## config.mk

```make
export PLATFORM = sky130hd
export DESIGN_NAME = snitch_ptw_arbiter
export DESIGN_NICKNAME = d
export VERILOG_FILES = /design/src/rtl/snitch_ptw_arbiter_pkg.sv /design/src/rtl/snitch_ptw_rr_sel.sv /design/src/rtl/snitch_ptw_arbiter.sv
export SDC_FILE = /design/constraint.sdc
export NUM_CORES = 1
export LEC_CHECK = 0
export CORE_MARGIN = 2
export CORE_UTILIZATION = 40
export CTS_BUF_LIST = sky130_fd_sc_hd__clkbuf_4
export CTS_CLUSTER_DIAMETER = 100
export CTS_CLUSTER_SIZE = 8
export DETAILED_ROUTE_END_ITERATION = 6
export PLACE_DENSITY = 0.87
export SLEW_MARGIN = 20
export SYNTH_ARGS = -nofsm -noshare
export SYNTH_HDL_FRONTEND = slang
export SYNTH_HIERARCHICAL = 1
export SYNTH_SLANG_ARGS = --single-unit
```

## constraint.sdc

```tcl
create_clock -name clk_i -period 3.9 [get_ports clk_i]
set_input_delay 0.78 -clock clk_i [delete_from_list [all_inputs] [get_ports clk_i]]
set_output_delay 0.78 -clock clk_i [all_outputs]
set_load 0.01 [all_outputs]
```

## src/rtl/snitch_ptw_arbiter_pkg.sv

```systemverilog
// Shared types for the PTW arbiter: Sv32 virtual address, default L0 PTE
// layout and the arbiter state encoding.
package snitch_ptw_arbiter_pkg;

  localparam int unsigned PageShift = 12;

  typedef struct packed {
    logic [9:0]  vpn1;
    logic [9:0]  vpn0;
    logic [11:0] page_off;
  } va_t;

  typedef struct packed {
    logic d, a, g, u, x, w, r, v;
  } pte_flags_t;

  typedef struct packed {
    logic [21:0] pa;
    pte_flags_t  flags;
  } l0_pte_dflt_t;

  typedef enum logic [1:0] {
    Idle    = 2'd0,
    Grant   = 2'd1,
    Walk    = 2'd2,
    Respond = 2'd3
  } ptw_arb_state_e;

endpackage

```

## src/rtl/snitch_ptw_rr_sel.sv

```systemverilog
// Combinational round-robin picker: lowest set request at or after start_i,
// falling back to the lowest set request overall when nothing lies above it.
module snitch_ptw_rr_sel #(
  parameter int unsigned NrPorts  = 2,
  parameter int unsigned IdxWidth = (NrPorts > 1) ? $clog2(NrPorts) : 1
) (
  input  logic [NrPorts-1:0]  req_i,
  input  logic [IdxWidth-1:0] start_i,
  output logic                valid_o,
  output logic [IdxWidth-1:0] idx_o
);

  logic                masked_found;
  logic [IdxWidth-1:0] masked_idx, any_idx;

  // Masked and unmasked scans share one descending loop; the last hit wins.
  always_comb begin
    masked_found = 1'b0;
    masked_idx   = '0;
    any_idx      = '0;
    for (int i = NrPorts - 1; i >= 0; i--) begin
      if (req_i[i]) begin
        any_idx = IdxWidth'(i);
        if (i >= int'(start_i)) begin
          masked_idx   = IdxWidth'(i);
          masked_found = 1'b1;
        end
      end
    end
  end

  assign valid_o = |req_i;
  assign idx_o   = masked_found ? masked_idx : any_idx;

endmodule

```

## src/rtl/snitch_ptw_arbiter.sv

```systemverilog
// Round-robin arbiter sharing one page-table walker between NrPorts TLB refill
// ports. Define SNITCH_PTW_ARB_MERGE_EN to complete matching waiters together.
module snitch_ptw_arbiter
  import snitch_ptw_arbiter_pkg::*;
#(
  parameter int unsigned NrPorts  = 2,
  parameter int unsigned PPNSize  = 32 - PageShift,
  parameter type         l0_pte_t = l0_pte_dflt_t,
  parameter int unsigned IdxWidth = (NrPorts > 1) ? $clog2(NrPorts) : 1
) (
  input  logic                             clk_i,
  input  logic                             rst_ni,
  input  logic [NrPorts-1:0]               req_valid_i,
  output logic [NrPorts-1:0]               req_ready_o,
  input  va_t  [NrPorts-1:0]               req_va_i,
  input  logic [NrPorts-1:0][PPNSize-1:0]  req_ppn_i,
  output l0_pte_t                          rsp_pte_o,
  output logic                             rsp_is_4mega_o,
  output logic                             ptw_valid_o,
  input  logic                             ptw_ready_i,
  output va_t                              ptw_va_o,
  output logic [PPNSize-1:0]               ptw_ppn_o,
  input  l0_pte_t                          ptw_pte_i,
  input  logic                             ptw_is_4mega_i
);

  ptw_arb_state_e      state_q, state_d;
  logic [IdxWidth-1:0] rr_q, grant_q, sel_idx;
  logic                sel_valid;
  va_t                 va_q;
  logic [PPNSize-1:0]  ppn_q;
  l0_pte_t             pte_q;
  logic                mega_q, valid_q;

  snitch_ptw_rr_sel #(
    .NrPorts  (NrPorts),
    .IdxWidth (IdxWidth)
  ) i_rr_sel (
    .req_i   (req_valid_i),
    .start_i (rr_q),
    .valid_o (sel_valid),
    .idx_o   (sel_idx)
  );

  always_comb begin
    state_d = state_q;
    unique case (state_q)
      Idle:    if (sel_valid) state_d = Grant;
      Grant:   state_d = Walk;
      Walk:    if (ptw_ready_i) state_d = Respond;
      Respond: state_d = Idle;
      default: state_d = Idle;
    endcase
  end

  always_ff @(posedge clk_i) begin
    if (!rst_ni) begin
      state_q <= Idle;
      rr_q    <= '0;
      grant_q <= '0;
      va_q    <= '0;
      ppn_q   <= '0;
      pte_q   <= '0;
      mega_q  <= 1'b0;
      valid_q <= 1'b0;
    end else begin
      state_q <= state_d;
      unique case (state_q)
        Idle: if (sel_valid) begin
          grant_q <= sel_idx;
          va_q    <= req_va_i[sel_idx];
          ppn_q   <= req_ppn_i[sel_idx];
        end
        Grant: valid_q <= 1'b1;
        // Completions outside Walk are dropped: a late PTW answer after reset.
        Walk: if (ptw_ready_i) begin
          valid_q <= 1'b0;
          pte_q   <= ptw_pte_i;
          mega_q  <= ptw_is_4mega_i;
        end
        Respond: rr_q <= (grant_q == IdxWidth'(NrPorts - 1)) ? '0 : grant_q + 1'b1;
        default: ;
      endcase
    end
  end

  always_comb begin
    req_ready_o = '0;
    if (state_q == Respond) begin
      req_ready_o[grant_q] = 1'b1;
`ifdef SNITCH_PTW_ARB_MERGE_EN
      // Same root and same translation (or same super-page) share the answer.
      for (int j = 0; j < NrPorts; j++) begin
        if (req_valid_i[j] && req_ppn_i[j] == ppn_q &&
            req_va_i[j].vpn1 == va_q.vpn1 &&
            (mega_q || req_va_i[j].vpn0 == va_q.vpn0))
          req_ready_o[j] = 1'b1;
      end
`endif
    end
  end

  assign ptw_valid_o    = valid_q;
  assign ptw_va_o       = va_q;
  assign ptw_ppn_o      = ppn_q;
  assign rsp_pte_o      = pte_q;
  assign rsp_is_4mega_o = mega_q;

  a_req_hold: assert property (@(posedge clk_i) disable iff (!rst_ni)
    (state_q != Idle) |-> req_valid_i[grant_q]);
  a_ready_in_walk: assert property (@(posedge clk_i) disable iff (!rst_ni)
    ptw_ready_i |-> (state_q == Walk));

endmodule

```

==> results.yml, run 1 <==
pwr:
  seqPwrFrac: 0.408
  switching_share: 0.343
  cellLeakagePower_nw: 2.25
  p_comb_frac: 0.425
  clockPowerShare: 0.167
  vdd_drop_max_mv: 0.486
  p_int_mw: 2.02
  power.density_nw_per_um2: 507
  p_sw_mw: 1.05
synth:
  syn_area_sq_um: 3740
  async_flop_share: 0
  yosys_warnings: 6
  synth_cell_types: 23
  synthAdderAreaFrac: 0.0200
  yosysSeqAreaShare: 0.470
  synth_edf_count: 0
  synth-compound-area-share: 0.216
  synth_xor_area_frac: 0
  yosys.area_share.simple: 0.0802
  postSynthNetCount: 548
  synth_top_family_by_area: "compound AO/OA/AOI/OAI gates"
  synthFlopType: "dfxtp_1"
  synthCells: 402
  synthMuxAreaShare: 0.147
  synth_seq_cells: 88
  syn_avg_cell_area_sq_um: 9.32
timing:
  rsz0062_at_grt: "no"
  final_max_slew_viol_count: 0
  hold_ws_ns: 0.462
  finClkSkew_ns: 0.0242
  hold_viol: 0
  final.setup.tns_ns: 0
  layout_worst_path_cycle_share: 0.668
  tightest_slew_ns: 0.988
  setup_slack_ns: 1.29
  fmax_mhz: 384
  final-setup-viol-count: 0
  slew_headroom: 0.340
  min_period_ns: 2.61
clock_network:
  post_cts_buffers: 0
  cts_hold_buffers: 0
  clock_latency_ns: 0.41
  clock-sinks: 88
  root_buffer: "clkbuf_4"
  numCtsBuffers: 9
  htree_num_levels: 3
  cts_resized: 0
  cts_tree: "yes"
  path_clk_slew_ns: 0.12
  cts_buffer_depth: 2
floorplanning:
  die_h_um: 101
  rows: 35
  die_area_sq_um: 10200
  die_w_um: 101
  start_util: 0.409
  design.core.area_sq_um: 9150
  pin_count: 226
global_routing:
  track_usage: 0.208
  grt_pass1_vias: 3692
  overflow: 0
  grt_pass1_wl_um: 17100
  antenna_found_initial: 0
  grt_max_degree: 106
place:
  dp_hpwl_um: 7940
  port_buffers: 225
  place.gp.congestion: 0.722
  place_ws_ns: 1.16
critical_path:
  critPathCaptureType: "output pin"
  crit_fanout: 5
  worstPathRequired_ns: 3.12
  arrival_ns: 1.83
  path_class: "reg2out"
  cp-start-kind: "flop"
route:
  num_vias: 3601
  route.detailed.drc: 0
  drt_iter0_markers: 87
  vias_per_cell: 4.99
  postRouteAntennaNets: 0
  dr.pass1.iters: 4
  avgRoutedWirePerCell_um: 14.9
  drt_wl_total_um: 10800
job:
  maxCapViolations: 0
layout:
  antenna_cells: 0
  nNetsFinal: 752
  drive_above_1_share: 0.0393
  area_growth_pct: 62.0
worst_hold_path:
  worstHoldPathType: "reg2reg"
outcome:
  status: "finished, final reports clean"
-- registers in the layout, indices dropped and copies added (netlist names) --
signal,cells
ptw_ppn_o,20
ptw_valid_o,1
rsp_pte_o,30
grant_q,1
ptw_va_o,32
state_q,2
rr_q,1
rsp_is_4mega_o,1
-- metrics by stage --
step,instances,power (mW),area [sq um],utilization
finish,722,3.08,6070,0.663
global route,722,3.29,6070,0.663
CTS,722,3.11,6070,0.663
detailed placement,706,2.59,5930,0.647
global placement,706,2.54,5920,0.647
floorplan,402,1.99,3740,-
-- kinds of logic after synthesis --
logic type                 Yosys count
AOI/OAI and AO/OA                  141
DFF                                 88
and+or+nand+nor                     74
muxes                               55
buffers and inverters               38
adders and majority gates            6
-- layout make-up --
cell class                 instances  area [sq um]
fill                             752          3090
timing repair buffer             227          2260
sequential                        88          1760
multi-input combinational        276          1750
tap                              111           139
clock buffer                      11          82.6
clock inverter                     5          57.6
inverter                           4          15.0
-- final timing paths --
| check | from | endpoint | slack [ns] | cells after the start |
|---|---|---|---|---|
| setup / recovery | state_q[1]$_SDFFE_PN0P_ | req_ready_o[0] | 1.29 | 3 |
| hold / removal | rsp_pte_o[7]$_SDFFE_PN0P_ | rsp_pte_o[7]$_SDFFE_PN0P_ | 0.46 | 2 |
| setup reg to reg | state_q[0]$_SDFFE_PN0P_ | ptw_ppn_o[16]$_SDFFE_PN0P_ | 1.97 | 5 |
| hold reg to reg | rsp_pte_o[7]$_SDFFE_PN0P_ | rsp_pte_o[7]$_SDFFE_PN0P_ | 0.46 | 2 |
-- layout by cell type, fill, tap and decap left out, drive strengths merged --
cell type      count
dfxtp             88
and2               3
clkdlybuf4s50    224
buf                3
o21a               2
nor2b              4
mux2               1
clkinvlp           2
inv                4
o21ai             52
or2                1
a21oi             53
ha                 6
o31a               1
nand2             66
clkbuf            11
bufinv             1
a21boi            32
mux2i             54
o211a              1
clkinv             2
-- metal layers --
| metal | vias up | GRT usage | wire, um |
|---|---|---|---|
| li1 | 1794 | - | - |
| met1 | 1639 | 0.230 | 4170 |
| met2 | 151 | 0.375 | 5470 |
| met3 | 17 | 0.0631 | 938 |
| met4 | 0 | 0.0706 | 176 |
| met5 | - | 0 | 0 |
-- worst max-delay path, cell delays in order, from the launching register on --
cell             delay [ns]
dfxtp_1                0.43
ha_1                   0.21
nor2b_1                0.20
clkdlybuf4s50_1        0.60
-- Yosys cell counts, drive strengths merged (2+ instances only) --
master	number	area (sq um)
o21ai	52	260
a21boi	32	240
dfxtp	88	1760
and2	3	21.3
o21a	2	15.0
clkbuf	6	22.5
nor2b	4	25.0
buf	28	211
inv	4	15.0
mux2i	54	541
nand2	66	248
a21oi	53	273
ha	6	75.1
-- power groups by stage --
stage               combinational, mW  sequential [mW]  clock (mW)
finish                           1.31             1.26       0.513
global route                     1.43             1.29       0.570
CTS                              1.32             1.26       0.528
detailed placement               1.32             1.27           0
global placement                 1.28             1.26           0
floorplan                       0.625             1.36           0
Note: power is estimated with default switching activity, not from simulation.
==> run 2, diff against run 1 <==
--- a/config.mk
+++ b/config.mk
@@ -6,12 +6,12 @@
 export NUM_CORES = 1
 export LEC_CHECK = 0
 export CORE_MARGIN = 2
-export CORE_UTILIZATION = 40
+export CORE_UTILIZATION = 35
 export CTS_BUF_LIST = sky130_fd_sc_hd__clkbuf_4
 export CTS_CLUSTER_DIAMETER = 100
 export CTS_CLUSTER_SIZE = 8
 export DETAILED_ROUTE_END_ITERATION = 6
-export PLACE_DENSITY = 0.87
+export PLACE_DENSITY = 0.81
 export SLEW_MARGIN = 20
 export SYNTH_ARGS = -nofsm -noshare
 export SYNTH_HDL_FRONTEND = slang
==> constraint.sdc (replaced) <==
create_clock -name clk_i -period 2.2 [get_ports clk_i]
set_input_delay 0.44 -clock clk_i [delete_from_list [all_inputs] [get_ports clk_i]]
set_output_delay 0.44 -clock clk_i [all_outputs]
set_load 0.01 [all_outputs]
==> run 2 against run 1 <==
Clock power increased by 97%; register-to-register slack got worse by 1.3 ns; wire length increased by 2.5%; critical path depth unchanged; combinational power increased by 88%; count of clock-buffer cells in the layout decreased by 1; first-iteration DRC count increased by 69%; total power increased by 85%; clock skew decreased by 0.0073 ns; sequential power increased by 77%; setup slack got worse by 1.0 ns; non-clock buffer count increased by 8; critical endpoint unchanged.
==> results.yml, run 2 (same netlist as run 1, synthesis figures left out) <==
outcome:
  status: "finished, final reports clean"
layout:
  final_area_sq_um: 6250
  nNetsFinal: 760
  drive_above_1_share: 0.0517
  largest_reg_flops: 32
  fillCellCount: 880
  layout_commonest_cell: "clkdlybuf4s50_1"
  layout_common_cells: "222 x clkdlybuf4s50_1, 86 x dfxtp_1, 66 x nand2_1, 54 x mux2i_1, 51 x a21oi_1"
  antenna_cells: 0
  seqCellArea_sq_um: 1760
  final_cells: 755
  area_growth_pct: 67.0
  multi_input_area_sq_um: 1750
global_routing:
  grt_pass1_vias: 3763
  grt_max_degree: 62
  antenna_found_initial: 0
  track_usage: 0.189
  overflow: 0
  grt_pass1_wl_um: 17400
timing:
  slew_headroom: 0.678
  final_max_slew_viol_count: 0
  hold_viol: 0
  finClkSkew_ns: 0.0170
  final-setup-viol-count: 0
  rsz0062_at_grt: "no"
  layout_worst_path_cycle_share: 0.884
  fmax_mhz: 514
  min_period_ns: 1.94
  tightest_slew_ns: 0.483
  final.setup.tns_ns: 0
place:
  dp.cells: 739
  port_buffers: 225
  place.gp.congestion: 0.757
  dpl_cell_area_sq_um: 6090
  dp_hpwl_um: 8360
pwr:
  seqPwrFrac: 0.392
  p_sw_mw: 1.90
  vdd_drop_max_mv: 0.560
  power.density_nw_per_um2: 911
  clockPowerShare: 0.177
  p_int_mw: 3.79
  switching_share: 0.334
  p_comb_frac: 0.431
  cellLeakagePower_nw: 2.35
route:
  top_layer: "met4"
  drt_wl_total_um: 11000
  avgRoutedWirePerCell_um: 14.6
  num_vias: 3673
  route.detailed.drc: 0
  drt_iter0_markers: 147
  vias_per_cell: 4.86
  postRouteAntennaNets: 0
  wl_met3_um: 1020
  wl_met1_um: 4180
  wl_met2_um: 5540
  dr.pass1.iters: 4
critical_path:
  worstPathRequired_ns: 1.76
  cp-start-kind: "flop"
  path_class: "reg2out"
  path_cells: "ha_1 > nor2b_1 > dlygate4sd2_1"
  critPathCaptureType: "output pin"
  reg2reg_setup_slack_ns: 0.65
  crit_fanout: 5
  cp_slowest_cell: "dfxtp_2"
  slowest_delay_ns: 0.40
  arrival_ns: 1.50
floorplanning:
  rows: 37
  design.core.area_sq_um: 10400
  die_area_sq_um: 11500
  die_h_um: 107
  die_w_um: 107
  pin_count: 226
  start_util: 0.361
clock_network:
  numCtsBuffers: 9
  path_clk_slew_ns: 0.14
  htree_num_levels: 3
  clock_latency_ns: 0.42
  root_buffer: "clkbuf_4"
  cts_buffer_depth: 2
  cts_tree: "yes"
  clock-sinks: 88
  cts_hold_buffers: 0
worst_hold_path:
  worstHoldPathType: "reg2reg"
job:
  maxCapViolations: 0
## run 2: cell type report
class / instances / share of cell area
multi-input combinational: 276 / 0.279
clock buffer: 10 / 0.0120
inverter: 4 / 0.00240
clock inverter: 6 / 0.0134
timing repair buffer: 235 / 0.384
tap: 136 / 0.0272
sequential: 88 / 0.282
## run 2: path summary, 6_finish.rpt
| check | depth (start not counted) | start | end |
|---|---|---|---|
| worst max-delay path | 3 | state_q[1]$_SDFFE_PN0P_ | req_ready_o[0] |
| worst min register to register | 2 | rsp_pte_o[22]$_SDFFE_PN0P_ | rsp_pte_o[22]$_SDFFE_PN0P_ |
| worst min-delay path | 2 | rsp_pte_o[22]$_SDFFE_PN0P_ | rsp_pte_o[22]$_SDFFE_PN0P_ |
| worst max register to register | 6 | state_q[0]$_SDFFE_PN0P_ | rsp_pte_o[27]$_SDFFE_PN0P_ |
## run 2: per-stage QoR
| step | utilization | setup WS [ns] | hold WS (ns) | power (mW) |
|---|---|---|---|---|
| 5_1_grt | 0.603 | 0.0986 | 0.486 | 6.06 |
| 2_1_floorplan | - | 0.823 | 0.479 | 3.52 |
| 3_5_place_dp | 0.587 | 0.244 | 0.445 | 4.72 |
| 3_3_place_gp | 0.587 | 0.240 | 0.440 | 4.64 |
| 6_report | 0.603 | 0.256 | 0.463 | 5.70 |
| 4_1_cts | 0.603 | 0.00639 | 0.463 | 5.75 |
## run 2: what timing repair did
item / CTS / global route
pin swaps: 0 / 0
gates resized for setup: 3 / 1
buffers inserted: 0 / 0
gates cloned: 0 / 0
endpoints found under the setup margin: 2 / 1
## run 2: critical path, delay by kind of cell (launching register included)
kind / cells / cell delay [ns]
flops: 1 / 0.40
buf+inv: 1 / 0.31
simple gates: 1 / 0.18
fa+ha+maj: 1 / 0.20
## run 2: routing by layer
metal / GRT usage / vias up
met5: 0 / -
met4: 0.0824 / 0
met3: 0.0617 / 24
met2: 0.338 / 161
met1: 0.204 / 1669
li1: - / 1819
## run 2: power by group through the flow
stage               sequential (mW)  combinational (mW)  clock (mW)
finish                         2.23                2.46        1.01
global route                   2.28                2.66        1.12
CTS                            2.23                2.48        1.04
detailed placement             2.26                2.47           0
global placement               2.24                2.40           0
floorplan                      2.42                1.11           0
